<file path="config.mk">
export PLATFORM = sky130hd
export DESIGN_NAME = mm_seq_ctrl
export DESIGN_NICKNAME = d
export VERILOG_FILES = /design/src/rtl/mm_pkg.sv /design/src/rtl/mm_tag_pipe.sv /design/src/rtl/mm_seq_ctrl.sv
export SDC_FILE = /design/constraint.sdc
export NUM_CORES = 1
export LEC_CHECK = 0
export CORE_ASPECT_RATIO = 0.6
export CORE_UTILIZATION = 30
export CTS_BUF_LIST = sky130_fd_sc_hd__clkbuf_4 sky130_fd_sc_hd__clkbuf_8
export CTS_CLUSTER_SIZE = 16
export DETAILED_ROUTE_END_ITERATION = 7
export PLACE_DENSITY = 0.49
export SKIP_CTS_REPAIR_TIMING = 1
export SLEW_MARGIN = 10
export SYNTH_ARGS = -nofsm -noshare
export SYNTH_HDL_FRONTEND = slang
export SYNTH_SLANG_ARGS = --single-unit
</file>
<file path="constraint.sdc">
create_clock -name clk -period 2.1 [get_ports clk]
set_clock_uncertainty 0.15 [all_clocks]
set_input_delay 0.42 -clock clk [delete_from_list [all_inputs] [get_ports clk]]
set_output_delay 0.42 -clock clk [all_outputs]
set_load 0.005 [all_outputs]
</file>
<file path="src/rtl/mm_pkg.sv">
// Shared definitions for the matrix-multiply sequencer, MAC datapath and bench.
package mm_pkg;

    typedef enum logic [2:0] {
        IDLE  = 3'd0,
        ISSUE = 3'd1,
        DRAIN = 3'd2,
        WRITE = 3'd3,
        DONE  = 3'd4
    } mm_state_e;

    localparam int DEF_ROWS   = 4;
    localparam int DEF_COLS   = 4;
    localparam int DEF_K      = 6;
    localparam int DEF_RD_LAT = 1;

    // Counter width able to hold 0..n-1, never narrower than one bit.
    function automatic int cnt_w(input int n);
        return (n > 1) ? $clog2(n) : 1;
    endfunction

endpackage

</file>
<file path="src/rtl/mm_tag_pipe.sv">
// Fixed-depth shift register that delays the accumulate tags to match the read latency.
module mm_tag_pipe #(
    parameter int DEPTH = 1,
    parameter int W     = 2
) (
    input  logic         clk,
    input  logic         rst,
    input  logic [W-1:0] tag_in,
    output logic [W-1:0] tag_out
);

    logic [W-1:0] stage_r [DEPTH];

    // Shift tags one stage per cycle; reset flushes every stage.
    always_ff @(posedge clk) begin
        if (rst) begin
            for (int i = 0; i < DEPTH; i++) begin
                stage_r[i] <= '0;
            end
        end else begin
            stage_r[0] <= tag_in;
            for (int i = 1; i < DEPTH; i++) begin
                stage_r[i] <= stage_r[i-1];
            end
        end
    end

    assign tag_out = stage_r[DEPTH-1];

endmodule

</file>
<file path="src/rtl/mm_seq_ctrl.sv">
// Sequencer for P = X*A: issues operand reads, aligns MAC controls to read latency,
// writes each dot product to P and pulses done at the end of the run.
module mm_seq_ctrl
    import mm_pkg::*;
#(
    parameter int ROWS   = DEF_ROWS,
    parameter int COLS   = DEF_COLS,
    parameter int K      = DEF_K,
    parameter int RD_LAT = DEF_RD_LAT,
    parameter int X_AW   = 5,
    parameter int A_AW   = 5,
    parameter int P_AW   = 4
) (
    input  logic            clk,
    input  logic            rst,
    input  logic            Start,
    output logic            busy,
    output logic            done,
    output logic            rd_en,
    output logic [X_AW-1:0] addr_x,
    output logic [A_AW-1:0] addr_A,
    output logic            acc_en,
    output logic            acc_clr,
    output logic            wr_en,
    output logic [P_AW-1:0] addr_P
);

    localparam int RW   = cnt_w(K);
    localparam int ROWW = cnt_w(ROWS);
    localparam int COLW = cnt_w(COLS);
    localparam int DW   = cnt_w(RD_LAT);

    mm_state_e       state_r;
    logic [RW-1:0]   r_r;
    logic [ROWW-1:0] row_r;
    logic [COLW-1:0] col_r;
    logic [P_AW-1:0] nn_r;
    logic [DW-1:0]   dcnt_r;
    logic [X_AW-1:0] xbase_r;
    logic [1:0]      tag_in_s;
    logic [1:0]      tag_out_s;

    // Outputs are loaded on the edge that enters a state, so they are valid during it.
    always_ff @(posedge clk) begin
        if (rst) begin
            state_r <= IDLE;
            r_r     <= '0;
            row_r   <= '0;
            col_r   <= '0;
            nn_r    <= '0;
            dcnt_r  <= '0;
            xbase_r <= '0;
            busy    <= 1'b0;
            done    <= 1'b0;
            rd_en   <= 1'b0;
            wr_en   <= 1'b0;
            addr_x  <= '0;
            addr_A  <= '0;
            addr_P  <= '0;
        end else begin
            rd_en  <= 1'b0;
            wr_en  <= 1'b0;
            done   <= 1'b0;
            addr_x <= '0;
            addr_A <= '0;
            addr_P <= '0;
            case (state_r)
                IDLE: begin
                    if (Start) begin
                        state_r <= ISSUE;
                        r_r     <= '0;
                        row_r   <= '0;
                        col_r   <= '0;
                        nn_r    <= '0;
                        xbase_r <= '0;
                        busy    <= 1'b1;
                        rd_en   <= 1'b1;
                    end else begin
                        busy <= 1'b0;
                    end
                end
                ISSUE: begin
                    if (r_r == RW'(K - 1)) begin
                        r_r     <= '0;
                        dcnt_r  <= '0;
                        state_r <= DRAIN;
                    end else begin
                        r_r    <= r_r + RW'(1);
                        rd_en  <= 1'b1;
                        addr_x <= addr_x + X_AW'(1);
                        addr_A <= addr_A + A_AW'(COLS);
                    end
                end
                DRAIN: begin
                    if (dcnt_r == DW'(RD_LAT - 1)) begin
                        state_r <= WRITE;
                        wr_en   <= 1'b1;
                        addr_P  <= nn_r;
                    end else begin
                        dcnt_r <= dcnt_r + DW'(1);
                    end
                end
                WRITE: begin
                    if ((row_r == ROWW'(ROWS - 1)) && (col_r == COLW'(COLS - 1))) begin
                        state_r <= DONE;
                        done    <= 1'b1;
                    end else begin
                        state_r <= ISSUE;
                        rd_en   <= 1'b1;
                        nn_r    <= nn_r + P_AW'(1);
                        // Row base steps by K on column wrap; column start is just col.
                        if (col_r == COLW'(COLS - 1)) begin
                            col_r   <= '0;
                            row_r   <= row_r + ROWW'(1);
                            xbase_r <= xbase_r + X_AW'(K);
                            addr_x  <= xbase_r + X_AW'(K);
                            addr_A  <= '0;
                        end else begin
                            col_r  <= col_r + COLW'(1);
                            addr_x <= xbase_r;
                            addr_A <= A_AW'(col_r) + A_AW'(1);
                        end
                    end
                end
                DONE: begin
                    state_r <= IDLE;
                    busy    <= 1'b0;
                end
                default: begin
                    state_r <= IDLE;
                    busy    <= 1'b0;
                end
            endcase
        end
    end

    // First term of each element is tagged so the MAC loads instead of accumulating.
    always_comb begin
        tag_in_s = {rd_en, rd_en && (r_r == '0)};
    end

    mm_tag_pipe #(
        .DEPTH (RD_LAT),
        .W     (2)
    ) u_tag_pipe (
        .clk     (clk),
        .rst     (rst),
        .tag_in  (tag_in_s),
        .tag_out (tag_out_s)
    );

    assign acc_en  = tag_out_s[1];
    assign acc_clr = tag_out_s[0];

endmodule

</file>
Word level (Yosys, flattened, before mapping)
Memories as Yosys holds them, arrays and structs flattened.
Index checks and enable logic that the tools add are counted.
{"block": "totals", "elab_cells": 98, "mem_count": 1, "output_inout_bits": 20, "register_bits": 38, "ram_bits": 2}
{"name": "u_tag_pipe.stage_r", "depth": 1, "width": 2, "rd": 1, "rd_clocked_by_memory_dff": 0, "write_ports": 1, "line": "mm_tag_pipe.sv:12", "rtl": "logic [W-1:0] stage_r [DEPTH];"}
{"block": "classes", "addsub": 9, "n_mux": 44, "bitwise": 2, "n_eq_ne": 11, "n_reduce_logical": 17}
{"cell": "5-bit two-way mux", "count": 6}
{"cell": "5-bit one-hot mux with 2 select lines", "count": 3}
{"cell": "3-bit two-way mux", "count": 8}
{"cell": "2-bit two-way mux", "count": 6}
{"cell": "3-bit one-hot mux with 4 select lines", "count": 1}
{"cell": "1-bit two-way mux", "count": 11}
{"cell": "5-bit by 3-bit adder with 5-bit output, second input constant", "count": 2}
{"cell": "2-bit != test, second input constant", "count": 5}
{"cell": "4-bit two-way mux", "count": 2}
{"cell": "2-bit one-hot mux with 2 select lines", "count": 2}
{"cell": "4-bit one-hot mux with 2 select lines", "count": 1}
{"cell": "3-bit by 2-bit equality test with 1-bit output, second input constant", "count": 2}
{"cell": "3-bit logical NOT", "count": 2}
{"cell": "3-bit one-hot mux with 2 select lines", "count": 1}
{"cell": "3-bit AND reduction", "count": 2}
{"cell": "2-bit nonzero test", "count": 3}
{"cell": "2-bit OR reduction", "count": 3}
{"cell": "3-bit OR reduction", "count": 2}
{"cell": "5-bit by 1-bit adder with 5-bit output, second input constant", "count": 1}
{"cell": "2-bit by 1-bit adder with 2-bit output, second input constant", "count": 2}
{"cell": "4-bit by 1-bit adder with 4-bit output, second input constant", "count": 1}
{"cell": "2-bit equality test, second input constant", "count": 2}
{"cell": "1-bit one-hot mux with 2 select lines", "count": 2}
{"cell": "2-bit AND reduction", "count": 2}
{"cell": "9 further kinds", "count": 11}

Logic depth before layout (Yosys ltp)
Gate-level depths: netlist of the first run.
{"block": "depth", "ltp_word": 4, "mapped_depth": 6, "mapped_depth_nobuf": 6}

Cells and area by module
A second synthesis of the first run with hierarchy kept.
{"block": "unflattened", "hier_cells": 170, "hier_area_um2": 1577.8}
{"module": "mm_seq_ctrl", "area_per_inst_um2": 1525.2, "cells_per_inst": 166, "seq_area_each_um2": 720.7, "n_inst": 1}
{"module": "mm_tag_pipe", "area_per_inst_um2": 52.6, "cells_per_inst": 4, "seq_area_each_um2": 40.0, "n_inst": 1}

Worst setup path after synthesis of the first run
No wires, ideal clock.
{"block": "synth_path", "kind": "reg2reg", "start": "reg row_r[0]", "end": "reg nn_r[1]", "period_less_slack_ns": 1.635, "setup_slack_ns": 0.465, "arrival_ns": 1.415, "setup_time_ns": 0.070, "path_stages_with_launch": 6, "path_cell_list": "dfxtp_1 -> ha_1 -> nand2_1 -> a31oi_2 -> or4b_1 -> a21oi_1"}
{"block": "synth_via", "elab_chain_cells": 4}
{"item": "from (decl)", "line": "mm_seq_ctrl.sv:35", "rtl": "logic [ROWW-1:0] row_r;"}
{"item": "from (signal assigned)", "line": "mm_seq_ctrl.sv:114", "rtl": "row_r <= row_r + ROWW'(1);"}
{"item": "2-bit equality test", "line": "mm_seq_ctrl.sv:104", "rtl": "if ((row_r == ROWW'(ROWS - 1)) && (col_r == COLW'(COLS - 1))) begin"}
{"item": "1-bit logical AND", "line": "mm_seq_ctrl.sv:104"}
{"item": "2-bit != test (no line)"}
{"item": "3-bit AND reduction (no line)"}
{"item": "to (signal assigned)", "line": "mm_seq_ctrl.sv:110", "rtl": "nn_r <= nn_r + P_AW'(1);"}
{"item": "to (decl)", "line": "mm_seq_ctrl.sv:37", "rtl": "logic [P_AW-1:0] nn_r;"}
No other way between the ends.
A chain may end at the register's enable or synchronous reset.

Final worst setup path of the first run
{"block": "layout_path", "start": "in Start", "end": "reg nn_r[1]"}
{"block": "layout_via", "elab_chain_cells": 2}
{"item": "from (decl)", "line": "mm_seq_ctrl.sv:16", "rtl": "input logic Start,"}
{"item": "2-bit != test (no line)"}
{"item": "3-bit AND reduction (no line)"}
No other way between the ends.

==> out/qor.tcl, run 1 <==
set qor(floorplan.rows) 20
set qor(die_w_um) 95.6
set qor(path_max_fanout) 4
set qor(postSynth.asyncResetShare) 0
set qor(clock-sinks) 38
set qor(cts.path.max_buffers) 2
set qor(synthTopCellsByCount) {dfxtp_1, nor2_1, a21oi_1}
set qor(routabilityCongestion) 0.730
set qor(synth.top_cells.by_area) {dfxtp_1, a21oi_1, ha_1, nor2_1, nand2_1}
set qor(numCtsBuffers) 5
set qor(synth_area_sq_um) 1580
set qor(drt_pre_antenna_iters) 4
set qor(max_stage_delay_ns) 0.54
set qor(final_layout_size_suffix_gt1_frac) 0.132
set qor(critPathSlowestCell) {clkdlybuf4s50_1}
set qor(outcome) {finished clean}
set qor(cp_data_arrival_time_ns) 1.95
set qor(cap_violations) 0
set qor(io_pins) 23
set qor(grt_start_max_net_pins) 14
set qor(drt-vias-per-instance) 4.91
set qor(via_count_of_the_first_global_routing_pass) 1227
set qor(critical_path.reg2reg.endpoint) {nn_r[1]}
set qor(root_buffer) {clkbuf_8}
set qor(yosys.cell_count.top_type) {dfxtp_1}
set qor(worstReg2RegStart) {col_r[0]}
set qor(seq_area_frac_synth) 0.482
set qor(cts.reportedPaths.clkPinSlew_ns) 0.08
set qor(mappedNetlistNets) 179
set qor(area_growth_pct) 28.4
set qor(min_path_type) {flop to flop}
set qor(route.antenna.remaining_nets) 0
set qor(power_density_nw_per_um2) 666
set qor(route.final.wire_length_um) 3530
set qor(die-height_um) 58.2
set qor(design.die.area_sq_um) 5560
set qor(total_vias_in_the_final_route) 1325
set qor(initial_utilization) 0.312
set qor(synth_largest_area_cell) {dfxtp_1}
set qor(yosysWarningCount) 0
set qor(clock_latency_ns) 0.29
set qor(port-buffer-count) 22
set qor(antenna_cells) 0
set qor(rsz0062_at_grt) {false}
set qor(hold_viol) 0
set qor(crit_start) {Start}
set qor(timing.critical_path.required_ns) 2.18
set qor(synth_enable_flop_cells) 0
set qor(r2r_slack_ns) 0.26
set qor(fin_tns_setup_ns) 0
set qor(global_route.usage.total) 0.141
set qor(timing.critical_path.to_type) {flop}
set qor(setup_viol) 0
set qor(postSynth.topFlopCell) {dfxtp_1}
set qor(route.detailed.wl_per_inst_um) 13.1
set qor(synth.ff_latch_count) 38
set qor(fmaxAchievable_mhz) 534
set qor(timing.final.max_slew_violations) 0
set qor(detail_route.iter0.violations) 42
set qor(grt_pass1_wl_um) 5820
set qor(nNetsFinal) 212
set qor(worstPathCellList) {clkdlybuf4s50_1 > nor3b_2 > a31oi_2 > or4b_1 > a21oi_1}
set qor(htree_levels) 2
set qor(finalNonFillerCells) 270
set qor(place.detailed.hpwl_um) 2580
set qor(detail_route.drc_violations) 0
set qor(avgSynthCellArea_sq_um) 9.28
set qor(yosysUniqueCellTypes) 40
set qor(cts_tree) {built}
set qor(globalRouteOverflowTotal) 0
set qor(antenna_violations_before_repair) 0
set qor(design_power_total_w) 0.00135
set qor(number_of_placed_instances_taps_included) 262
set qor(yosys.area.top_type_share) 0.482
set qor(core_region_area_sq_um) 5050
set qor(critical_path.endpoint) {nn_r[1]}
set qor(irDropWorstVdd_mv) 0.227
set qor(netlist_instances) 170
set qor(power.static_leakage_nw) 0.732
set qor(timing_worst_slew_pin_value_ns) 0.475
set qor(layout_worst_path_cycle_share) 0.891
set qor(critPathKind) {primary input to flop}
set qor(slew_headroom) 0.683
set qor(crit_path_start_kind) {primary input}
set qor(r2r_cells) 5
set qor(nFillCells) 514
set qor(period_minus_slack_ns) 1.87
## worst min path at each step
stage	cells after the start	startpoint	slack, ns	end
floorplan	1	addr_A[2]	0.28	addr_A[2]
global placement	1	addr_A[2]	0.28	addr_A[2]
detailed placement	1	addr_A[2]	0.29	addr_A[2]
CTS	1	addr_A[2]	0.31	addr_A[2]
global route	1	addr_A[2]	0.32	addr_A[2]
finish	1	addr_A[2]	0.30	addr_A[2]
## routing by layer
metal / GRT usage / vias to the layer above / part of all wire
met5: 0 / - / 0
met4: 0.0512 / 0 / 0.013
met3: 0.0512 / 7 / 0.042
met2: 0.191 / 26 / 0.37
met1: 0.204 / 623 / 0.57
li1: - / 669 / -
## per-stage QoR
stage	hold WS (ns)	area, sq um	util	setup WS (ns)
after floorplan	0.282	1580	-	0.465
after global placement	0.278	1940	0.383	-0.0297
after detailed placement	0.288	1940	0.383	-0.0509
after CTS	0.306	2030	0.401	0.237
after global routing	0.321	2030	0.401	0.150
final	0.301	2030	0.401	0.229
## kinds of logic (layout without fill, tap and decap cells)
family	after synthesis	after routing	share of synthesized area
buffers and inverters	13	47	0.0365
DFF	38	38	0.482
xor gates and xnor gates	7	7	0.0389
and+or+nand+nor	64	64	0.224
adders and majority gates	6	6	0.0476
muxes	2	2	0.0127
AOI/OAI and AO/OA	40	40	0.158
## critical path: cells and delay by family
kind	cells	cell delay, ns
buffers and inverters	1	0.54
AO/OA/AOI/OAI	2	0.22
AND/OR/NAND/NOR	2	0.77
## report_power, final
group	switching [W]	internal (W)	total (W)
Sequential	0.0000115	0.000730	0.000742
Combinational	0.0000444	0.0000463	0.0000907
Clock	0.000270	0.000247	0.000517
## cell usage in the layout, fill, tap and decap left out, drive strengths merged, types with 3 or more instances in the layout
| cell | Yosys | routed |
|---|---|---|
| dfxtp | 38 | 38 |
| clkdlybuf4s50 | 0 | 22 |
| nor2 | 17 | 17 |
| a21oi | 15 | 15 |
| nand2 | 14 | 14 |
| buf | 3 | 13 |
| o21ai | 8 | 8 |
| ha | 6 | 6 |
| clkbuf | 6 | 6 |
| xnor2 | 5 | 5 |
| inv | 4 | 4 |
| o211ai | 4 | 4 |
| nor4b | 4 | 4 |
| nor3 | 4 | 4 |
| nand3 | 4 | 4 |
| a211oi | 4 | 4 |
| and2 | 4 | 4 |
| nand2b | 3 | 3 |
## flip-flops by register name, indices dropped and copies added, names as in the netlist
name	count
addr_A	5
addr_P	4
addr_x	5
busy	1
col_r	2
done	1
nn_r	4
r_r	3
rd_en	1
row_r	2
state_r	3
u_tag_pipe.stage_r	2
wr_en	1
xbase_r	4
## area by class of cell
cell class / count / area, sq um / area share
Sequential cell: 38 / 761 / 0.376
Clock inverter: 2 / 13.8 / 0.00679
Inverter: 4 / 15.0 / 0.00741
Clock buffer: 6 / 76.3 / 0.0377
Tap cell: 66 / 82.6 / 0.0408
Timing Repair Buffer: 35 / 318 / 0.157
Multi-Input combinational cell: 119 / 759 / 0.375
Note: power is estimated with default switching activity, not from simulation.
==> run 2: changes to the inputs <==
--- a/config.mk
+++ b/config.mk
@@ -17,2 +17,3 @@
 export SYNTH_HDL_FRONTEND = slang
 export SYNTH_SLANG_ARGS = --single-unit
+export TNS_END_PERCENT = 100
==> constraint.sdc (replaced) <==
create_clock -name clk -period 2.1 [get_ports clk]
set_clock_uncertainty 0.15 [all_clocks]
set_input_delay 0.63 -clock clk [delete_from_list [all_inputs] [get_ports clk]]
set_output_delay 0.63 -clock clk [all_outputs]
set_load 0.005 [all_outputs]
==> run 2 against run 1 <==
Clock-buffer cell count unchanged. Non-clock buffer count unchanged. Total power up 19%. Core utilization up 1.2 points. First-iteration DRC count up 48%. Cell count unchanged. Sequential cell count unchanged. Sequential share of layout area down 1.1 points. Combinational power up 1%. Largest cell class is now multi-input combinational cells. Largest power group is now the clock network. Highest routed layer unchanged.
==> out/qor.tcl, run 2 (synthesized netlist as in run 1, its figures left out) <==
set qor(grt_pass1_wl_um) 5960 ;# +2.5%
set qor(design.die.area_sq_um) 5560 ;# unchanged
set qor(cap_violations) 0 ;# unchanged
set qor(switching_share) 0.198 ;# -0.0431
set qor(power_density_nw_per_um2) 768 ;# +15%
set qor(fmaxAchievable_mhz) 503 ;# -5.9%
set qor(routabilityCongestion) 0.718 ;# -1.5%
set qor(design_power_total_w) 0.00160 ;# +19%
set qor(layout_worst_path_cycle_share) 0.946 ;# +0.0554
set qor(min_path_type) {flop to flop}
set qor(detail_route.iter0.violations) 62 ;# +48%
set qor(cell_family_with_most_cp_delay) {buffers and inverters}
set qor(drt-vias-per-instance) 4.81 ;# -2.0%
set qor(largest_registers) {addr_A: 5 flops, addr_x: 5 flops}
set qor(total_vias_in_the_final_route) 1299 ;# -2.0%
set qor(crit_path_start_kind) {flop}
set qor(floorplan.rows) 20 ;# unchanged
set qor(nNetsFinal) 212 ;# unchanged
set qor(timing.critical_path.to_type) {output pin}
set qor(critical_path_buf_inv_count) 1 ;# unchanged
set qor(path_max_fanout) 4 ;# unchanged
set qor(clock_power_share) 0.480 ;# +0.097
set qor(route.final.wire_length_um) 3450 ;# -2.3%
set qor(most-common-layout-cells) {dfxtp_1, clkdlybuf4s50_1, nor2_1, a21oi_1, nand2_1}
set qor(antenna_cells) 0 ;# unchanged
set qor(global_route.usage.total) 0.143 ;# +0.00128
set qor(r2r_slack_ns) 0.28 ;# +0.02 ns
set qor(critPathSlowestCell) {clkdlybuf4s50_1}
set qor(seqPwrFrac) 0.462 ;# -0.088
set qor(period_minus_slack_ns) 1.99 ;# +0.116 ns
set qor(critPathKind) {flop to output pin}
set qor(io_pins) 23 ;# unchanged
set qor(root_buffer) {clkbuf_8}
set qor(htree_levels) 2 ;# unchanged
set qor(final_layout_size_suffix_gt1_frac) 0.132 ;# unchanged
set qor(placed_area_sq_um) 1940 ;# unchanged
set qor(design_area_sq_um) 2090 ;# +3.0%
set qor(timing_worst_slew_pin_value_ns) 0.412 ;# -0.0628 ns
set qor(route.antenna.remaining_nets) 0 ;# unchanged
set qor(grt_start_max_net_pins) 17 ;# +3
set qor(antenna_violations_before_repair) 0 ;# unchanged
set qor(power.static_leakage_nw) 0.763 ;# +4.3%
set qor(hold_viol) 0 ;# unchanged
set qor(internal_power_w) 0.00128 ;# +25%
set qor(outcome) {finished clean}
set qor(setup_viol) 0 ;# unchanged
set qor(port-buffer-count) 22 ;# unchanged
set qor(die-height_um) 58.2 ;# unchanged
set qor(total_switching_power_w) 0.000318 ;# -2.5%
set qor(share_of_total_power_in_combinational_logic) 0.057 ;# -0.010
set qor(cts.reportedPaths.clkPinSlew_ns) 0.08 ;# about the same
set qor(cp_data_arrival_time_ns) 1.21 ;# -0.74 ns
set qor(max_stage_delay_ns) 0.52 ;# -0.02 ns
set qor(route.detailed.wl_per_inst_um) 12.8 ;# -2.3%
set qor(globalRouteOverflowTotal) 0 ;# unchanged
set qor(detail_route.drc_violations) 0 ;# unchanged
set qor(place.detailed.hpwl_um) 2560 ;# -0.91%
set qor(die_w_um) 95.6 ;# unchanged
set qor(irDropWorstVdd_mv) 0.260 ;# +15%
set qor(cts.path.max_buffers) 2 ;# unchanged
set qor(clock-sinks) 38 ;# unchanged
set qor(via_count_of_the_first_global_routing_pass) 1277 ;# +4.1%
set qor(numCtsBuffers) 5 ;# unchanged
set qor(core_region_area_sq_um) 5050 ;# unchanged
set qor(area_growth_pct) 32.3
set qor(layout.cells.most_common) {dfxtp_1}
set qor(timing.final.max_slew_violations) 0 ;# unchanged
set qor(rsz0062_at_grt) {false}
set qor(drt_pre_antenna_iters) 2 ;# -2
set qor(worstPathCellList) {clkdlybuf4s50_1}
set qor(slew_headroom) 0.725 ;# +0.0423
set qor(clock_latency_ns) 0.29 ;# about the same
set qor(timing.critical_path.required_ns) 1.32 ;# -0.86 ns
set qor(cts_tree) {built}
set qor(initial_utilization) 0.312 ;# unchanged
set qor(final_util) 0.413 ;# +0.0121
## run 2: cell count changes in the layout (fill, tap and decap cells not counted), sizes merged
cell           delta
bufinv            +2
clkinv            -2
dlymetal6s2s      +1
clkdlybuf4s50     -1
## run 2: final timing paths
| kind | from | endpoint | depth (start not counted) |
|---|---|---|---|
| setup / recovery | addr_x[0] | addr_x[0] | 1 |
| hold / removal | addr_A[2] | addr_A[2] | 1 |
| setup reg to reg | state_r[0] | row_r[1] | 5 |
| hold reg to reg | addr_A[2] | addr_A[2] | 1 |
## run 2: layer usage
metal | vias up | track usage | wire length, um
met2 | 14 | 0.201 | 1400
li1 | 667 | - | -
met4 | 0 | 0.0512 | 46
met5 | - | 0 | 0
met1 | 613 | 0.204 | 1880
met3 | 5 | 0.0433 | 123
## run 2: per-stage QoR
stage | setup TNS, ns | hold slack, ns | instances | setup WS [ns]
2_1_floorplan | 0 | 0.282 | 170 | 0.339
3_3_place_gp | -1.43 | 0.278 | 262 | -0.240
3_5_place_dp | -1.77 | 0.289 | 262 | -0.253
4_1_cts | 0 | 0.309 | 270 | 0.0409
5_1_grt | 0 | 0.343 | 270 | 0.0270
6_report | 0 | 0.302 | 270 | 0.112
## run 2: power by group through the flow
stage / Clock, W / Combinational, W / Sequential [W]
detailed placement: 0 / 0.0000913 / 0.000757
global placement: 0 / 0.0000907 / 0.000757
finish: 0.000769 / 0.0000919 / 0.000741
floorplan: 0 / 0.0000477 / 0.000755
global route: 0.000826 / 0.000103 / 0.000743
CTS: 0.000790 / 0.0000918 / 0.000740
## run 2: final cells by class
type	count	area, sq um
fillers	492	2970
multi-input cells	119	766
well taps	66	82.6
repair buffers	35	320
inverters	4	15.0
clock buffers	6	82.6
clock inverters	2	60.1
flip-flops and latches	38	761
